==> config.mk <==
export PLATFORM = sky130hd
export DESIGN_NAME = mc_control
export DESIGN_NICKNAME = d
export VERILOG_FILES = /design/src/rtl/mips_pkg.sv /design/src/rtl/instr_decode.sv /design/src/rtl/mc_control.sv
export SDC_FILE = /design/constraint.sdc
export NUM_CORES = 1
export LEC_CHECK = 0
export ABC_AREA = 0
export CAP_MARGIN = 20
export CELL_PAD_IN_SITES_DETAIL_PLACEMENT = 1
export CELL_PAD_IN_SITES_GLOBAL_PLACEMENT = 2
export CORE_MARGIN = 2
export CORE_UTILIZATION = 20
export DETAILED_ROUTE_END_ITERATION = 8
export PLACE_DENSITY = 0.76
export SYNTH_ARGS = -nofsm -noshare
export SYNTH_HDL_FRONTEND = slang
export SYNTH_SLANG_ARGS = --single-unit
export TNS_END_PERCENT = 5
==> constraint.sdc <==
create_clock -name clk -period 2 [get_ports clk]
set_input_delay 0.4 -clock clk [delete_from_list [all_inputs] [get_ports clk]]
set_output_delay 0.4 -clock clk [all_outputs]
set_load 0.005 [all_outputs]
==> src/rtl/mips_pkg.sv <==
// Shared MIPS definitions: opcode/funct codes, ALU operation codes, the
// multicycle controller state encoding and the instruction class set.
package mips_pkg;

  localparam logic [5:0] OP_SPECIAL = 6'h00;
  localparam logic [5:0] OP_J       = 6'h02;
  localparam logic [5:0] OP_JAL     = 6'h03;
  localparam logic [5:0] OP_BEQ     = 6'h04;
  localparam logic [5:0] OP_BNE     = 6'h05;
  localparam logic [5:0] OP_ADDI    = 6'h08;
  localparam logic [5:0] OP_ADDIU   = 6'h09;
  localparam logic [5:0] OP_SLTIU   = 6'h0B;
  localparam logic [5:0] OP_ORI     = 6'h0D;
  localparam logic [5:0] OP_LUI     = 6'h0F;
  localparam logic [5:0] OP_LW      = 6'h23;
  localparam logic [5:0] OP_SW      = 6'h2B;

  localparam logic [5:0] FN_NOP     = 6'h00;
  localparam logic [5:0] FN_JR      = 6'h08;
  localparam logic [5:0] FN_SYSCALL = 6'h0C;
  localparam logic [5:0] FN_ADD     = 6'h20;
  localparam logic [5:0] FN_ADDU    = 6'h21;
  localparam logic [5:0] FN_SUB     = 6'h22;
  localparam logic [5:0] FN_AND     = 6'h24;
  localparam logic [5:0] FN_OR      = 6'h25;
  localparam logic [5:0] FN_SLT     = 6'h2A;

  localparam logic [2:0] ALU_AND = 3'b000;
  localparam logic [2:0] ALU_OR  = 3'b001;
  localparam logic [2:0] ALU_ADD = 3'b010;
  localparam logic [2:0] ALU_SUB = 3'b110;
  localparam logic [2:0] ALU_SLT = 3'b111;

  typedef enum logic [2:0] {
    ST_FETCH   = 3'd0,
    ST_DECODE  = 3'd1,
    ST_EXEC    = 3'd2,
    ST_MEM     = 3'd3,
    ST_WB      = 3'd4,
    ST_SYSCALL = 3'd5,
    ST_HALT    = 3'd6,
    ST_TRAP    = 3'd7
  } state_e;

  typedef enum logic [3:0] {
    CL_NOP,
    CL_ALU_R,
    CL_ALU_I,
    CL_LOAD,
    CL_STORE,
    CL_BRANCH,
    CL_JUMP,
    CL_JAL,
    CL_JR,
    CL_SYSCALL,
    CL_ILLEGAL
  } iclass_e;

  // Funct field to ALU operation for the supported R-type arithmetic group.
  function automatic logic [2:0] alu_for_funct(input logic [5:0] funct);
    logic [2:0] op;
    op = ALU_ADD;
    case (funct)
      FN_SUB:  op = ALU_SUB;
      FN_AND:  op = ALU_AND;
      FN_OR:   op = ALU_OR;
      FN_SLT:  op = ALU_SLT;
      default: op = ALU_ADD;
    endcase
    return op;
  endfunction

endpackage

==> src/rtl/instr_decode.sv <==
// Combinational instruction classifier: maps the registered instruction word
// to an instruction class plus the ALU operation and ALU source it needs.
module instr_decode
  import mips_pkg::*;
(
  input  logic [31:0] ir,
  output iclass_e     iclass,
  output logic [2:0]  aluop,
  output logic        alusrc
);

  logic [5:0] opcode;
  logic [5:0] funct;
  logic       ir_unused;

  assign opcode    = ir[31:26];
  assign funct     = ir[5:0];
  assign ir_unused = ^ir[25:6];

  // Anything not listed stays CL_ILLEGAL; the controller decides what that means.
  always_comb begin
    iclass = CL_ILLEGAL;
    aluop  = ALU_AND;
    alusrc = 1'b0;
    case (opcode)
      OP_SPECIAL: begin
        case (funct)
          FN_NOP:     iclass = CL_NOP;
          FN_JR:      iclass = CL_JR;
          FN_SYSCALL: iclass = CL_SYSCALL;
          FN_ADD, FN_ADDU, FN_SUB, FN_AND, FN_OR, FN_SLT: begin
            iclass = CL_ALU_R;
            aluop  = alu_for_funct(funct);
          end
          default: iclass = CL_ILLEGAL;
        endcase
      end
      OP_J:   iclass = CL_JUMP;
      OP_JAL: iclass = CL_JAL;
      OP_BEQ, OP_BNE: begin
        iclass = CL_BRANCH;
        aluop  = ALU_SUB;
      end
      OP_ADDI, OP_ADDIU, OP_LUI: begin
        iclass = CL_ALU_I;
        aluop  = ALU_ADD;
        alusrc = 1'b1;
      end
      OP_SLTIU: begin
        iclass = CL_ALU_I;
        aluop  = ALU_SLT;
        alusrc = 1'b1;
      end
      OP_ORI: begin
        iclass = CL_ALU_I;
        aluop  = ALU_OR;
        alusrc = 1'b1;
      end
      OP_LW: begin
        iclass = CL_LOAD;
        aluop  = ALU_ADD;
        alusrc = 1'b1;
      end
      OP_SW: begin
        iclass = CL_STORE;
        aluop  = ALU_ADD;
        alusrc = 1'b1;
      end
      default: iclass = CL_ILLEGAL;
    endcase
  end

endmodule

==> src/rtl/mc_control.sv <==
// Multicycle MIPS control FSM with syscall handshake and timeout.
// Optional macro ILLEGAL_TRAP_EN: unsupported instructions trap instead of acting as NOP.
module mc_control
  import mips_pkg::*;
#(
  parameter int DATA_W      = 32,
  parameter int SYS_TIMEOUT = 64
) (
  input  logic              clk,
  input  logic              rst_n,
  input  logic [31:0]       instr,
  input  logic              instr_valid,
  input  logic              mem_ready,
  input  logic [DATA_W-1:0] vreg,
  input  logic              sys_ack,
  output logic [1:0]        RegDst,
  output logic              Jump,
  output logic              Branch,
  output logic              MemRead,
  output logic              MemToReg,
  output logic [2:0]        ALUop,
  output logic              RegWrite,
  output logic              ALUSrc,
  output logic              MemWrite,
  output logic              JumpLink,
  output logic              JumpReg,
  output logic              ir_load,
  output logic              syscall_req,
  output logic              sys_timeout,
  output logic              halt,
  output logic              illegal,
  output logic [2:0]        state
);

  localparam int                CNT_W    = $clog2(SYS_TIMEOUT + 1);
  localparam logic [CNT_W-1:0]  CNT_LAST = CNT_W'(SYS_TIMEOUT - 1);

`ifdef ILLEGAL_TRAP_EN
  localparam state_e ILL_NEXT = ST_TRAP;
`else
  localparam state_e ILL_NEXT = ST_FETCH;
`endif

  state_e           state_q;
  state_e           state_d;
  logic [31:0]      ir_q;
  logic [CNT_W-1:0] cnt_q;
  iclass_e          iclass;
  logic [2:0]       dec_aluop;
  logic             dec_alusrc;

  instr_decode u_decode (
    .ir     (ir_q),
    .iclass (iclass),
    .aluop  (dec_aluop),
    .alusrc (dec_alusrc)
  );

  // The syscall counter sits at zero outside SYSCALL, so it is clear on entry.
  always_ff @(posedge clk or negedge rst_n) begin
    if (!rst_n) begin
      state_q <= ST_FETCH;
      ir_q    <= '0;
      cnt_q   <= '0;
    end else begin
      state_q <= state_d;
      if (state_q == ST_FETCH && instr_valid)
        ir_q <= instr;
      if (state_q == ST_SYSCALL)
        cnt_q <= cnt_q + CNT_W'(1);
      else
        cnt_q <= '0;
    end
  end

  always_comb begin
    state_d     = state_q;
    RegDst      = 2'b00;
    Jump        = 1'b0;
    Branch      = 1'b0;
    MemRead     = 1'b0;
    MemToReg    = 1'b0;
    ALUop       = 3'b000;
    RegWrite    = 1'b0;
    ALUSrc      = 1'b0;
    MemWrite    = 1'b0;
    JumpLink    = 1'b0;
    JumpReg     = 1'b0;
    ir_load     = 1'b0;
    syscall_req = 1'b0;
    sys_timeout = 1'b0;
    halt        = 1'b0;
    case (state_q)
      ST_FETCH: begin
        ir_load = instr_valid;
        if (instr_valid)
          state_d = ST_DECODE;
      end
      ST_DECODE: begin
        case (iclass)
          CL_NOP:     state_d = ST_FETCH;
          CL_SYSCALL: state_d = ST_SYSCALL;
          CL_ILLEGAL: state_d = ILL_NEXT;
          default:    state_d = ST_EXEC;
        endcase
      end
      ST_EXEC: begin
        ALUop   = dec_aluop;
        ALUSrc  = dec_alusrc;
        state_d = ST_FETCH;
        case (iclass)
          CL_BRANCH: Branch = 1'b1;
          CL_JUMP:   Jump   = 1'b1;
          CL_JAL: begin
            Jump     = 1'b1;
            JumpLink = 1'b1;
            RegDst   = 2'b10;
            RegWrite = 1'b1;
          end
          CL_JR:              JumpReg = 1'b1;
          CL_LOAD, CL_STORE:  state_d = ST_MEM;
          CL_ALU_R, CL_ALU_I: state_d = ST_WB;
          default:            state_d = ST_FETCH;
        endcase
      end
      ST_MEM: begin
        ALUop    = ALU_ADD;
        ALUSrc   = 1'b1;
        MemRead  = (iclass == CL_LOAD);
        MemWrite = (iclass == CL_STORE);
        if (mem_ready)
          state_d = (iclass == CL_LOAD) ? ST_WB : ST_FETCH;
      end
      ST_WB: begin
        RegWrite = 1'b1;
        RegDst   = (iclass == CL_ALU_R) ? 2'b01 : 2'b00;
        MemToReg = (iclass == CL_LOAD);
        ALUop    = dec_aluop;
        ALUSrc   = dec_alusrc;
        state_d  = ST_FETCH;
      end
      // An ack on the final counted cycle still wins over the timeout.
      ST_SYSCALL: begin
        syscall_req = 1'b1;
        if (sys_ack) begin
          state_d = (vreg == DATA_W'(10)) ? ST_HALT : ST_FETCH;
        end else if (cnt_q == CNT_LAST) begin
          sys_timeout = 1'b1;
          state_d     = ST_FETCH;
        end
      end
      ST_HALT: halt = 1'b1;
      ST_TRAP: state_d = ST_TRAP;
      default: state_d = ST_FETCH;
    endcase
  end

`ifdef ILLEGAL_TRAP_EN
  assign illegal = (state_q == ST_TRAP);
`else
  assign illegal = 1'b0;
`endif

  assign state = state_q;

endmodule

* Word-level counts from Yosys, hierarchy flattened
Cells that the tools add are included.
** Operators by class
- Add/subtract/negate cells :: 1
- Eq/ne operators :: 41
- Muxes and demuxes :: 39
- Reduce and logical (&&, ||, !) cells :: 17
** Operator list (count)
- $eq A6 B6 Y1 const B :: 8
- $eq A6 B4 Y1 const B :: 7
- $eq A32 B4 Y1 const B :: 1
- $pmux W4 S7 :: 1
- $mux W3 :: 7
- $pmux W3 S7 :: 1
- $mux W1 :: 19
- $pmux W3 S2 :: 3
- $eq A4 B3 Y1 const B :: 4
- $pmux W4 S4 :: 1
- $pmux W3 S5 :: 1
- $eq A3 B3 Y1 const B :: 4
- $eq A4 B4 Y1 const B :: 3
- $eq A6 B2 Y1 const B :: 2
- $eq A6 B3 Y1 const B :: 2
- $logic_not A6 Y1 :: 2
- $pmux W3 S4 :: 1
- $reduce_or A2 Y1 :: 6
- $reduce_or A5 Y1 :: 2
- $eq A4 B2 Y1 const B :: 2
- $add A7 B1 Y7 const B :: 1
- $eq A7 B6 Y1 const B :: 1
- $mux W7 :: 1
- $reduce_bool A7 Y1 :: 1
- 14 further kinds :: 17
** Word-level totals
- Register bits after elaboration :: 42
- Input bits :: 69
- Output and inout port bits :: 22
- Logic and storage cells :: 101

* Longest topological paths before layout
- Depth in word-level cells :: 8
- Gate-level depth with buffers :: 7
- Depth with buffers taken out :: 7

* Cells and area by module
From an unflattened synthesis, not the netlist that was laid out.
** Unflattened totals
- Cells, all modules :: 244
- Area, all modules :: 2509.9 um^2
** Modules (own cells, without submodules)
- mc_control :: instances 1, cells an instance 185, area each 2129.5 um^2, sequential area each 1051.0 um^2
- instr_decode :: instances 1, cells an instance 59, area each 380.4 um^2, sequential area each 0.0 um^2

* Worst setup path before layout
No wires, ideal clock.
- Kind :: reg2out
- Start :: register ir_q[26]
- End :: output port RegWrite
- Data arrival time :: 1.763 ns
- Required time :: 1.600 ns
- Setup slack :: -0.163 ns
- Stages on the path, launching flop included :: 7
- Buffers on the path :: 1
- Path through :: dfrtp_1 > buf_6 > or4_4 > nor4_4 > o21ai_1 > and2_4 > o31ai_2
** Between the ends
- Cells in the longest elaborated chain, start to end :: 6
- Elaborated cells between the ends (all ways) :: 18
- Classes of those cells :: eq/ne (12); mux (3); reduce/logical (3)
** RTL lines
- start: declaration :: line mc_control.sv:46 : logic [31:0] ir_q;
- start signal: assignment :: line mc_control.sv:68 : ir_q <= instr;
- $eq A6 B4 Y1 or $eq A6 B3 Y1 (tied branches) :: line instr_decode.sv:25 : case (opcode)
- $reduce_or A5 Y1 (no source line) or $reduce_or A2 Y1 (tied branches)
- $pmux W4 S7 * :: line instr_decode.sv:25
- $eq A4 B3 Y1 * :: line mc_control.sv:111 : case (iclass)
- $mux W1 * :: line mc_control.sv:111
- $pmux W1 S2 * :: line mc_control.sv:93 : case (state_q)
- end: declaration :: line mc_control.sv:22 : output logic RegWrite,
Mark *: on every way between the ends. The rest lies on a longest branch, timed or not.

* Final worst setup path
- Start :: register ir_q[4]
- End :: output port JumpReg
** Between the ends
- Cells in the longest elaborated chain, start to end :: 7
- Elaborated cells between the ends (all ways) :: 15
- Classes of those cells :: eq/ne (9); mux (4); reduce/logical (2)
** RTL lines
- $eq A6 B6 Y1 :: line instr_decode.sv:27 : case (funct)
- $reduce_or A6 Y1 :: line instr_decode.sv:27
- $pmux W4 S4 * :: line instr_decode.sv:27
- $pmux W4 S7 * :: line instr_decode.sv:25
- $eq A4 B4 Y1 * :: line mc_control.sv:111
- $mux W1 * :: line mc_control.sv:111
- $mux W1 * :: line mc_control.sv:93
- end: declaration :: line mc_control.sv:26 : output logic JumpReg,
Marks and branches as above.

==> metrics.md <==
| Metric | Value |
|---|---|
| Rows | `35` |
| Wire per inst | `15.1 µm` |
| Ant. Diodes | `0` |
| Post-synth EDFFs | `0` |
| Vias per cell | `approximately 4.7` |
| First-pass GRT wire length | `12400 µm` |
| I/O pins | `91` |
| FFs w/ async S/R, synth | `100%` |
| Leak | `1.46 nW` |
| Tmin final | `2.63 ns` |
| Routed WL | `7740 µm` |
| Worst-Skew Late Latency | `around 0.27 ns` |
| RSZ-0062 raised after global routing | `true` |
| Finished Core Util | `38.5%` |
| Worst Setup Start Kind | `flip-flop` |
| Die height | `102 µm` |
| # hold bufs at CTS | `0` |
| Status | `complete, but fails checks` |
| Layout cells sized above 1 | `40.1%` |
| CTS buffer count | `3` |
| CP Max Fanout | `3` |
| Detail Route Antenna Nets | `0` |
| GRT overflow | `0` |
| Initial antenna violation count | `0` |
| Final Hold Viols | `0` |
| Worst-path cell chain | `or4_4 > nor4_4 > buf_4 > a41o_1 > nor3b_1 > nor4_2 > buf_2` |
| Worst setup path class | `reg -> out` |
| Crit end category | `primary output` |
| Tcrit/Tclk final | `131%` |
| DR DRC count | `0` |
| Pre-CTS WS | `-0.839 ns` |
| Synth Warn # | `0` |
| Pre-antenna DRT Iters | `4` |
| Syn nets | `between 300 and 400` |
| Hold WC Path Type | `in -> async` |
| Initial Utilization | `20.7%` |
| Post-DP HPWL | `6220 µm` |
| Area Growth Syn to Fin | `85.5%` |
| Seq/Total Area, Yosys | `28.6%` |
| Power Dens Cells | `357 nW/µm²` |
| Worst endpoint required time | `around 1.6 ns` |
| PortBufs | `just under 70` |
| Worst Skew | `0.00320 ns` |
| Setup TNS | `-6.94 ns` |
| # setup viols final | `18` |
| CTS tree | `yes` |
| Final worst slack | `-0.625 ns` |
| Leading cell type in the layout, fill and taps excluded | `buf_4` |
| Vias | `2395` |
| Total power | `around 1.3 mW` |
| Buf/Inv on CP | `2` |
| Die W | `102 µm` |
| Max VDD drop | `roughly 0.23 mV` |
| Final Cell Area | `between 3000 and 4000 µm²` |
| Distinct cells, synth | `61` |
| CP max stage cell | `or4_4` |
| CP arrival | `2.23 ns` |
| Violated checks | `negative setup slack` |
| Nets@finish | `455` |
| Root Driver | `clkbuf_8` |
| H-tree lvl count | `1` |
| Iter 0 DRT Violations | `57` |
| Clk buf depth | `2` |
| FMAX | `0.381 GHz` |
| Syn_area_per_cell | `7.99 µm²` |
| RD Place Congestion | `0.806` |
| Seq cells post-synth | `22` |
| Largest net degree at the start of global routing | `23` |
| Top cell family by delay on the critical path | `simple AND/OR/NAND/NOR gates` |
| Clk sinks | `22` |
| Placed cell area | `about 3300 µm²` |
| Cell Area, Synth | `roughly 1900 µm²` |
| Final slew viol count | `0` |
| Syn Inst Count | `241` |
| Die area | `10400 µm²` |
| Core Area | `roughly 9300 µm²` |
| Commonest non-fill, non-tap cells in the layout | `buf_4 (83), clkdlybuf4s50_1 (55), nor2_1 (22)` |
| Most used flip-flop cell after synthesis | `dfrtp_1` |
| Largest stage delay on the critical path | `roughly 0.56 ns` |
| Vias in the first global route | `2480` |
| Max Cap Violations | `0` |
| Clock-pin slew on the worst setup and hold paths | `0.08 ns` |
| All-layer global routing usage | `14.8%` |
registers in the layout, summed over array words and instances, names as in the netlist:
register and flops:
ir_q 12, state 3, cnt_q 7
Yosys cell counts (2+ instances only):
library cell,count,area (µm²)
nand4_1,3,18.8
nor2_1,23,86.3
o21ai_1,2,10.0
and3b_1,3,26.3
mux2_2,9,101
inv_1,8,30.0
nor4b_1,6,52.6
nand2_1,20,75.1
a21oi_1,9,45.0
nand3b_1,5,37.5
xor2_1,2,17.5
dfrtp_1,22,551
nor3b_1,4,30.0
and3_1,2,12.5
nor3_1,12,60.1
nor2b_1,7,43.8
o32ai_1,3,26.3
nand2b_1,3,18.8
o21ai_0,16,80.1
xnor2_1,2,17.5
o211ai_1,4,30.0
o31ai_1,3,22.5
or3_1,6,37.5
nor4_1,7,43.8
buf_2,6,30.0
and2_1,3,18.8
nand3_1,7,35.0
clkbuf_1,10,37.5
mux2i_1,2,20.0
repair_timing:
action                                  CTS  global route
pin swaps                                11             9
resized for setup                        70            24
setup buffers                             4             6
endpoints found under the setup margin   19            20
area by class of cell:
type / instances / area [µm²]
clock buffers: 3 / 41.3
inverters: 8 / 30.0
repair buffers: 157 / 1320
clock inverters: 1 / 30.0
multi-input cells: 193 / 1430
well taps: 129 / 161
flip-flops and latches: 22 / 558
fillers: 1128 / 5710
kinds of logic after synthesis:
family          share of synthesized area, %
flops                                   28.6
fa+ha+maj                              0.650
xor+xnor                                1.82
simple gates                            37.2
compound gates                          19.2
other cells                            0.195
buf+inv                                 6.04
mux                                     6.30
power breakdown:
part	internal (mW)	switching (mW)	total [mW]	leakage, nW
sequential	0.458	0.0176	0.476	0.271
clock	0.268	0.154	0.421	0.0357
combinational	0.224	0.155	0.379	1.15
total	0.950	0.326	1.28	1.46
through the flow:
step	hold slack, ns	instances
6_report	0.478	513
5_1_grt	0.495	513
4_1_cts	0.488	507
3_5_place_dp	0.541	500
3_3_place_gp	0.512	500
2_1_floorplan	0.104	241
path summary, 6_finish.rpt:
kind / start / end / slack (ns) / depth (start not counted)
setup / recovery: ir_q[4]$_DFFE_PN0P_ / JumpReg / -0.63 / 7
hold / removal: rst_n / ir_q[31]$_DFFE_PN0P_ / 0.48 / 2
setup reg to reg: ir_q[4]$_DFFE_PN0P_ / state[0]$_DFFE_PN0P_ / -0.13 / 8
hold reg to reg: cnt_q[0]$_DFF_PN0_ / cnt_q[0]$_DFF_PN0_ / 0.55 / 2
max in group asynchronous: rst_n / state[0]$_DFFE_PN0P_ / 1.28 / 2
min in group clk: cnt_q[0]$_DFF_PN0_ / cnt_q[0]$_DFF_PN0_ / 0.55 / 2
routing by layer:
layer	part of all wire, %	global-route usage [%]	wire [µm]	vias to the layer above
met4	1.0	2.46	81	0
met1	46	20.0	3550	1165
li1	-	-	-	1183
met3	2.6	1.64	202	8
met5	0	0	0	-
met2	51	26.0	3910	39
Note: power is estimated with default switching activity, not from simulation.
